--- config.mk ---
export PLATFORM = sky130hd
export DESIGN_NAME = ps2_host_tx_flat
export DESIGN_NICKNAME = d
export VERILOG_FILES = /design/src/rtl/ps2_host_tx_if.sv /design/src/rtl/ps2_host_tx.sv /design/src/flat_wrapper.sv
export SDC_FILE = /design/constraint.sdc
export NUM_CORES = 1
export LEC_CHECK = 0
export ABC_AREA = 1
export CORE_ASPECT_RATIO = 0.7
export CORE_MARGIN = 2
export CORE_UTILIZATION = 55
export CTS_CLUSTER_SIZE = 20
export DETAILED_ROUTE_END_ITERATION = 10
export PLACE_DENSITY_LB_ADDON = 0.08
export SYNTH_ARGS = -nofsm -noshare
export SYNTH_HDL_FRONTEND = slang
export SYNTH_SLANG_ARGS = --single-unit
--- constraint.sdc ---
create_clock -name VGA_clk -period 2.1 [get_ports VGA_clk]
set_input_delay 0.42 -clock VGA_clk [delete_from_list [all_inputs] [get_ports VGA_clk]]
set_output_delay 0.42 -clock VGA_clk [all_outputs]
set_load 0.005 [all_outputs]
--- src/rtl/ps2_host_tx_if.sv ---
// Byte handshake between game control logic and the PS/2 host transmitter.
// The controller drives tx_data/tx_valid; the transmitter answers with ready and result pulses.
interface ps2_host_tx_if;
    logic [7:0] tx_data;
    logic       tx_valid;
    logic       tx_ready;
    logic       tx_done;
    logic       tx_err;

    modport master (
        output tx_data,
        output tx_valid,
        input  tx_ready,
        input  tx_done,
        input  tx_err
    );

    modport slave (
        input  tx_data,
        input  tx_valid,
        output tx_ready,
        output tx_done,
        output tx_err
    );
endinterface

--- src/rtl/ps2_host_tx.sv ---
// PS/2 host-to-device transmitter: sends one command byte over the open-drain clk/data pair.
// Define PS2_TX_RETRY_EN to retry a failed byte once before reporting tx_err.
module ps2_host_tx #(
    parameter int unsigned INHIBIT_CYCLES = 2500,
    parameter int unsigned TIMEOUT_CYCLES = 375000,
    parameter int unsigned FILTER_LEN     = 4
) (
    input  logic               VGA_clk,
    input  logic               reset,
    ps2_host_tx_if.slave       bus,
    input  logic               ps2_clk_in,
    input  logic               ps2_data_in,
    output logic               ps2_clk_oe,
    output logic               ps2_data_oe
);

    localparam int unsigned TimerMax = (INHIBIT_CYCLES > TIMEOUT_CYCLES) ?
                                       INHIBIT_CYCLES : TIMEOUT_CYCLES;
    localparam int unsigned TimerW   = $clog2(TimerMax + 1);
    localparam int unsigned FiltW    = $clog2(FILTER_LEN + 1);

    localparam logic [TimerW-1:0] InhibitLast = TimerW'(INHIBIT_CYCLES - 1);
    localparam logic [TimerW-1:0] TimeoutLast = TimerW'(TIMEOUT_CYCLES - 1);
    localparam logic [FiltW-1:0]  FiltLast    = FiltW'(FILTER_LEN - 1);

    typedef enum logic [2:0] {
        StIdle,
        StInhibit,
        StReq,
        StData,
        StWaitIdle,
        StDone,
        StErr
    } state_t;

    logic clk_meta, clk_sync, data_meta, data_sync;
    logic clk_filt_q;
    logic [FiltW-1:0] filt_cnt_q;
    logic clk_flip, fe;

    state_t state_q, state_d;
    logic [TimerW-1:0] timer_q, timer_d;
    logic [3:0] n_q, n_d;
    logic [9:0] frame_q, frame_d;
    logic bit_q, bit_d;

    always_ff @(posedge VGA_clk) begin
        if (reset) begin
            clk_meta  <= 1'b1;
            clk_sync  <= 1'b1;
            data_meta <= 1'b1;
            data_sync <= 1'b1;
        end else begin
            clk_meta  <= ps2_clk_in;
            clk_sync  <= clk_meta;
            data_meta <= ps2_data_in;
            data_sync <= data_meta;
        end
    end

    // A new clock level is accepted after FILTER_LEN consecutive samples that differ from it.
    always_comb begin
        clk_flip = (clk_sync != clk_filt_q) && (filt_cnt_q == FiltLast);
        fe       = clk_flip && clk_filt_q;
    end

    always_ff @(posedge VGA_clk) begin
        if (reset) begin
            clk_filt_q <= 1'b1;
            filt_cnt_q <= '0;
        end else if (clk_sync == clk_filt_q) begin
            filt_cnt_q <= '0;
        end else if (clk_flip) begin
            clk_filt_q <= clk_sync;
            filt_cnt_q <= '0;
        end else begin
            filt_cnt_q <= filt_cnt_q + 1'b1;
        end
    end

`ifdef PS2_TX_RETRY_EN
    logic retried_q, retried_d;

    always_ff @(posedge VGA_clk) begin
        if (reset) begin
            retried_q <= 1'b0;
        end else begin
            retried_q <= retried_d;
        end
    end
`endif

    always_ff @(posedge VGA_clk) begin
        if (reset) begin
            state_q <= StIdle;
            timer_q <= '0;
            n_q     <= '0;
            frame_q <= '0;
            bit_q   <= 1'b1;
        end else begin
            state_q <= state_d;
            timer_q <= timer_d;
            n_q     <= n_d;
            frame_q <= frame_d;
            bit_q   <= bit_d;
        end
    end

    always_comb begin
        state_d      = state_q;
        timer_d      = timer_q;
        n_d          = n_q;
        frame_d      = frame_q;
        bit_d        = bit_q;
        ps2_clk_oe   = 1'b0;
        ps2_data_oe  = 1'b0;
        bus.tx_ready = 1'b0;
        bus.tx_done  = 1'b0;
        bus.tx_err   = 1'b0;
`ifdef PS2_TX_RETRY_EN
        retried_d    = retried_q;
`endif

        // The device timeout runs in every state that waits on the device.
        if (state_q == StReq || state_q == StData || state_q == StWaitIdle) begin
            timer_d = fe ? '0 : timer_q + 1'b1;
        end

        unique case (state_q)
            StIdle: begin
                bus.tx_ready = 1'b1;
                if (bus.tx_valid) begin
                    frame_d = {1'b1, ~^bus.tx_data, bus.tx_data};
                    n_d     = '0;
                    timer_d = '0;
                    state_d = StInhibit;
`ifdef PS2_TX_RETRY_EN
                    retried_d = 1'b0;
`endif
                end
            end
            StInhibit: begin
                ps2_clk_oe = 1'b1;
                if (timer_q == InhibitLast) begin
                    ps2_data_oe = 1'b1;
                    timer_d     = '0;
                    bit_d       = 1'b0;
                    state_d     = StReq;
                end else begin
                    timer_d = timer_q + 1'b1;
                end
            end
            StReq: begin
                ps2_data_oe = 1'b1;
                if (fe) begin
                    bit_d   = frame_q[0];
                    n_d     = 4'd1;
                    state_d = StData;
                end
            end
            StData: begin
                // Stop bit is 1 in the frame, so n=10 releases the line on its own.
                ps2_data_oe = ~bit_q;
                if (fe) begin
                    n_d = n_q + 1'b1;
                    if (n_q == 4'd10) begin
                        state_d = data_sync ? StErr : StWaitIdle;
                    end else begin
                        bit_d = frame_q[n_q];
                    end
                end
            end
            StWaitIdle: begin
                if (clk_sync && data_sync) begin
                    state_d = StDone;
                end
            end
            StDone: begin
                bus.tx_done = 1'b1;
                state_d     = StIdle;
            end
            StErr: begin
`ifdef PS2_TX_RETRY_EN
                if (!retried_q) begin
                    retried_d = 1'b1;
                    timer_d   = '0;
                    n_d       = '0;
                    state_d   = StInhibit;
                end else begin
                    bus.tx_err = 1'b1;
                    state_d    = StIdle;
                end
`else
                bus.tx_err = 1'b1;
                state_d    = StIdle;
`endif
            end
            default: state_d = StIdle;
        endcase

        if ((state_q == StReq || state_q == StData || state_q == StWaitIdle) &&
            !fe && timer_q == TimeoutLast) begin
            state_d = StErr;
        end
    end

endmodule

--- src/flat_wrapper.sv ---
// flat-port wrapper written by rule: the top's interface ports become plain ports
module ps2_host_tx_flat 
#(
    parameter int unsigned INHIBIT_CYCLES = 2500,
    parameter int unsigned TIMEOUT_CYCLES = 375000,
    parameter int unsigned FILTER_LEN     = 4
)
  (VGA_clk, reset, ps2_clk_in, ps2_data_in, ps2_clk_oe, ps2_data_oe, bus_tx_data, bus_tx_valid, bus_tx_ready, bus_tx_done, bus_tx_err);
  ps2_host_tx_if bus_i ();
  input  logic VGA_clk;
  input  logic reset;
  input  logic ps2_clk_in;
  input  logic ps2_data_in;
  output logic ps2_clk_oe;
  output logic ps2_data_oe;
  input wire logic [$bits(bus_i.tx_data)-1:0] bus_tx_data;
  input wire logic [$bits(bus_i.tx_valid)-1:0] bus_tx_valid;
  output wire logic [$bits(bus_i.tx_ready)-1:0] bus_tx_ready;
  output wire logic [$bits(bus_i.tx_done)-1:0] bus_tx_done;
  output wire logic [$bits(bus_i.tx_err)-1:0] bus_tx_err;
  assign bus_i.tx_data = bus_tx_data;
  assign bus_i.tx_valid = bus_tx_valid;
  assign bus_tx_ready = bus_i.tx_ready;
  assign bus_tx_done = bus_i.tx_done;
  assign bus_tx_err = bus_i.tx_err;
  ps2_host_tx #(.INHIBIT_CYCLES(INHIBIT_CYCLES), .TIMEOUT_CYCLES(TIMEOUT_CYCLES), .FILTER_LEN(FILTER_LEN)) u_core (.VGA_clk(VGA_clk), .reset(reset), .bus(bus_i), .ps2_clk_in(ps2_clk_in), .ps2_data_in(ps2_data_in), .ps2_clk_oe(ps2_clk_oe), .ps2_data_oe(ps2_data_oe));
endmodule
* Word level (Yosys, flattened, before mapping)
Cells that the tools add are included.
Word-level totals: input bits 13, register bits after elaboration 45, output and inout port bits 5
Cells by class: reduce and logical (&&, ||, !) cells 20, muxes and demuxes 31, eq/ne operators 25, bitwise operators 2, add/subtract/negate cells 3, magnitude comparators 1
Operator list (number):
- $mux 19 | 4
- $pmux 19 s2 | 1
- $mux 3 | 7
- $add 19x1->19 const B | 1
- $eq 19x12->1 const B | 1
- $eq 19x19->1 const B | 1
- $pmux 3 s5 | 1
- $mux 4 | 3
- $pmux 4 s3 | 1
- $reduce_and 6->1 | 2
- $mux 1 | 10
- $eq 3x2->1 const B | 3
- $eq 3x3->1 const B | 3
- $ne 3x2->1 const B | 3
- $ne 2x2->1 const B | 4
- $reduce_xnor 8->1 | 1
- $ne 2x1->1 const B | 3
- $ne 3x3->1 const B | 2
- $pmux 1 s3 | 2
- $reduce_bool 3->1 | 2
- $logic_and 1x1->1 | 5
- $lt 4x5->1 const B | 1
- $reduce_and 5->1 | 1
- $add 4x1->4 const B | 1
- 16 further kinds | 19

* Depth between registers and ports, before layout
Gate-level depths: netlist (run 1).
word-level depth 8, gate-level depth with buffers 10

* Worst setup path after synthesis (run 1)
OpenSTA, ideal clock, no wires.
path kind register -> register, start register u_core.n_q[0], end register u_core.state_q[2], setup slack 625 ps, arrival time 1360 ps, stages on the path, launching flop included 10, required time 1985 ps, cell sequence dfxtp_1 > clkinv_1 > ha_1 > nand3_1 > nand2_1 > nand2_1 > nor2_1 > nand2_1 > nor2_1 > o21a_1
Between the ends: cells in the longest elaborated chain, start to end 3
Ends and longest elaborated chain:
- from (decl) | RTL line ps2_host_tx.sv:43 | logic [3:0] n_q, n_d;
- from (signal assigned) | RTL line ps2_host_tx.sv:103 | n_q <= n_d;
- $eq 4x4->1 | RTL line ps2_host_tx.sv:166 | if (n_q == 4'd10) begin
- $ne 3x3->1 (no source line)
- $reduce_and 6->1 (no source line)
- to (signal assigned) | RTL line ps2_host_tx.sv:95 | state_q <= StIdle;
- to (signal assigned) | RTL line ps2_host_tx.sv:101 | state_q <= state_d;
- to (decl) | RTL line ps2_host_tx.sv:41 | state_t state_q, state_d;
No other way between the ends. A chain may end at the register's enable or synchronous reset.

* Worst setup path after layout (run 1)
start register u_core.state_q[0], end output bus_tx_ready
Between the ends: cells in the longest elaborated chain, start to end 2
Ends and longest elaborated chain:
- $logic_not 3->1 | RTL line ps2_host_tx.sv:129 | unique case (state_q)
- $mux 1 | RTL line ps2_host_tx.sv:129
- to (decl) | RTL line flat_wrapper.sv:18 | output wire logic [$bits(bus_i.tx_ready)-1:0] bus_tx_ready;
No other way between the ends.

==> results of run 1 <==
area by class of cell:
cell class | instances | share of cell area
multi-input combinational | 288 | 0.478
clock inverter | 1 | 0.00246
inverter | 60 | 0.0739
timing repair buffer | 35 | 0.0998
tap | 57 | 0.0234
clock buffer | 7 | 0.0251
sequential | 45 | 0.297
registers in the layout, indices dropped and copies added (netlist names):
name               count
u_core.state_q         3
u_core.clk_sync        1
u_core.data_sync       1
u_core.clk_meta        1
u_core.frame_q        10
u_core.n_q             4
u_core.clk_filt_q      1
u_core.data_meta       1
u_core.filt_cnt_q      3
u_core.bit_q           1
u_core.timer_q        19
routing by layer:
layer	share of wire	GRT usage	vias up
met5	0	0	-
met4	0.0079	0.0536	0
met3	0.057	0.0489	5
met2	0.41	0.367	72
met1	0.53	0.369	1109
li1	-	-	1338
power breakdown:
group          internal [mW]  switching, mW  total [mW]
combinational          0.497          0.864        1.36
clock                  0.236          0.301       0.537
sequential             0.968         0.0658        1.03
total                   1.70           1.23        2.93
kinds of logic after synthesis:
family | synth area share
AND/OR/NAND/NOR | 0.381
AO/OA/AOI/OAI | 0.113
XOR/XNOR | 0.0333
flip-flops | 0.342
buffers and inverters | 0.106
adder cells (fa/ha/maj) | 0.0238
cell usage in the layout (no fill, tap or decap), drive strengths merged:
cell type / count
dlygate4sd2: 1
xor2: 6
nand3b: 3
nand4: 8
a21oi: 31
nand2: 107
inv: 59
o31ai: 1
buf: 18
dfxtp: 45
clkdlybuf4s50: 16
nand3: 34
clkinv: 1
clkbuf: 7
nand2b: 2
xnor2: 4
or2: 5
nor3: 11
nor2: 48
ha: 5
o21a: 1
o21ai: 21
clkinvlp: 1
o211ai: 1
metrics by stage:
| stage | setup WS [ns] | power (mW) | utilization | area, µm² |
|---|---|---|---|---|
| after global routing | 0.0158 | 3.19 | 0.648 | 3050 |
| after global placement | 0.117 | 2.36 | 0.625 | 2940 |
| after floorplan | 0.625 | 2.04 | - | 2630 |
| final | 0.116 | 2.93 | 0.648 | 3050 |
| after CTS | 0.0615 | 2.93 | 0.647 | 3040 |
| after detailed placement | 0.100 | 2.38 | 0.625 | 2940 |
what timing repair did:
action / in CTS / in global routing
gates resized for setup: 5 / 4
buffers inserted: 2 / 0
endpoints found under the setup margin: 1 / 4
pin swaps: 1 / 0
how the worst max path moves through the flow:
stage	slack [ns]	to	start
2_1_floorplan	0.62	u_core.state_q[2]$_SDFFE_PP0P_	u_core.n_q[0]$_SDFFE_PP0P_
3_3_place_gp	0.12	ps2_data_oe	u_core.timer_q[0]$_SDFF_PP0_
3_5_place_dp	0.10	ps2_data_oe	u_core.timer_q[0]$_SDFF_PP0_
4_1_cts	0.06	bus_tx_err	u_core.state_q[2]$_SDFFE_PP0P_
5_1_grt	0.02	bus_tx_ready	u_core.state_q[1]$_SDFFE_PP0P_
6_report	0.12	bus_tx_ready	u_core.state_q[0]$_SDFFE_PP0P_
==> results.yml, run 1 <==
yosys:
  synth_top_flop_cell: "dfxtp_1"
  synth_fp_nets: 419
  synth_seq_area_share: 0.342
  yosys.area.top_type: "dfxtp_1"
  ys_ff_latch: 45
  synth_most_common_cell: "nand2_1"
  syn_area_per_cell_um2: 6.56
  synth_top_area_share: 0.342
  synth_edf_count: 0
  synth_cells: 401
  synth_area_leaders: "dfxtp_1, nand2_1, inv_1, nand3_1, nor2_1"
  async_flop_share: 0
  yosys_warnings: 0
  synth_area_um2: 2630
  synth.distinct_cells: 35
  synth_common_cells: "nand2_1, inv_1, dfxtp_1, nor2_1, nand3_1"
timing:
  hold_slack_ns: 0.417
  setup_tns_ns: 0
  hold_viol: 0
  fin_crit_sh: 0.945
  period_needed_ns: 1.98
  slew_viol_final: 0
  rsz0062_at_grt: "false"
  worstMarginPinSlew_ns: 0.348
  fmax_mhz: 504
  worst_clock_skew_ns: 0.00401
  setup_viol: 0
  relSlewSlack: 0.767
placed_design:
  globalplace.congestion: 0.976
  dp.cells: 483
  port_buffers: 17
  dpl.hpwl_um: 4510
finish:
  regArea_um2: 906
  multiInputGateArea_um2: 1460
  syn2layout_area_growth_pct: 15.8
  layout.cells.non_filler: 493
  fillCellCount: 455
  layout-drive-gt1-share: 0.124
  nets: 453
  antenna_cells: 0
setup_path:
  path_class: "flip-flop to output port"
  cp-start-kind: "flip-flop"
  cp-end-kind: "output port"
  rr_worst_depth: 8
  path_depth: 4
  cp_max_fo: 5
  path_cells: "inv_2 -> nand2_2 -> nor2_4 -> clkdlybuf4s50_1"
  rr_endpoint: "u_core.timer_q[16]$_SDFF_PP0_"
  cp.required_ns: 1.68
  crit_family: "buffers and inverters"
  path_buf_inv: 2
  r2r-start: "u_core.timer_q[1]$_SDFF_PP0_"
  slowest_delay_ns: 0.53
  cp.arrival_ns: 1.56
  reg2reg_slack_ns: 0.36
  slowest_stage: "clkdlybuf4s50_1"
floorplanning:
  core-area_um2: 4700
  row_count: 21
  initial_utilization: 0.559
  die_area_um2: 5360
  dieHeight_um: 61.9
  die_w_um: 86.7
  io-pin-count: 18
outcome:
  outcome: "complete, no violations"
power_and_ir_drop:
  power_leakage_nw: 1.35
  p_per_area_nw_per_um2: 963
  peakVddDrop_mv: 0.463
cts:
  clockRootBuffer: "clkbuf_8"
  cts_tree: "built"
  cts_buffer_depth: 2
  insertion_delay_ns: 0.30
  cts_buffers: 5
  htree_levels: 2
  holdBufCountCts: 0
  clkSlewWorstSetupHoldPaths_ns: 0.09
  cts_sinks: 45
global_routing:
  grt_max_degree: 25
  grt.total_usage: 0.246
  grt_pass1_vias: 2218
  gr-total-overflow: 0
  antenna_found_initial: 0
  grt_pass1_wl_um: 10300
drt:
  firstDrtPassIters: 5
  postRouteAntennaNets: 0
  vias: 2524
  dr.first_iter.drc_count: 219
  post-route-drc-count: 0
  drt-wirelength-per-cell_um: 12.3
  routed_via_density: 5.12
  drt_wl_total_um: 6070
worst_hold_path:
  holdPathEnd: "u_core.data_sync$_SDFF_PP1_"
  hold_path_startpoint: "u_core.data_meta$_SDFF_PP1_"
  min_path_type: "flip-flop to flip-flop"
  whs_path_depth: 1
flow_run:
  cap_violations: 0
Power figures use the tool's default switching activity.
==> run 2: changes to the inputs <==
--- a/config.mk
+++ b/config.mk
@@ -11,6 +11,7 @@
 export CORE_UTILIZATION = 55
 export CTS_CLUSTER_SIZE = 20
 export DETAILED_ROUTE_END_ITERATION = 10
+export HOLD_SLACK_MARGIN = 0.08
 export PLACE_DENSITY_LB_ADDON = 0.08
 export SYNTH_ARGS = -nofsm -noshare
 export SYNTH_HDL_FRONTEND = slang
==> results of run 2 <==
No change in the layout: final DEF, timing and power equal those of run 1.
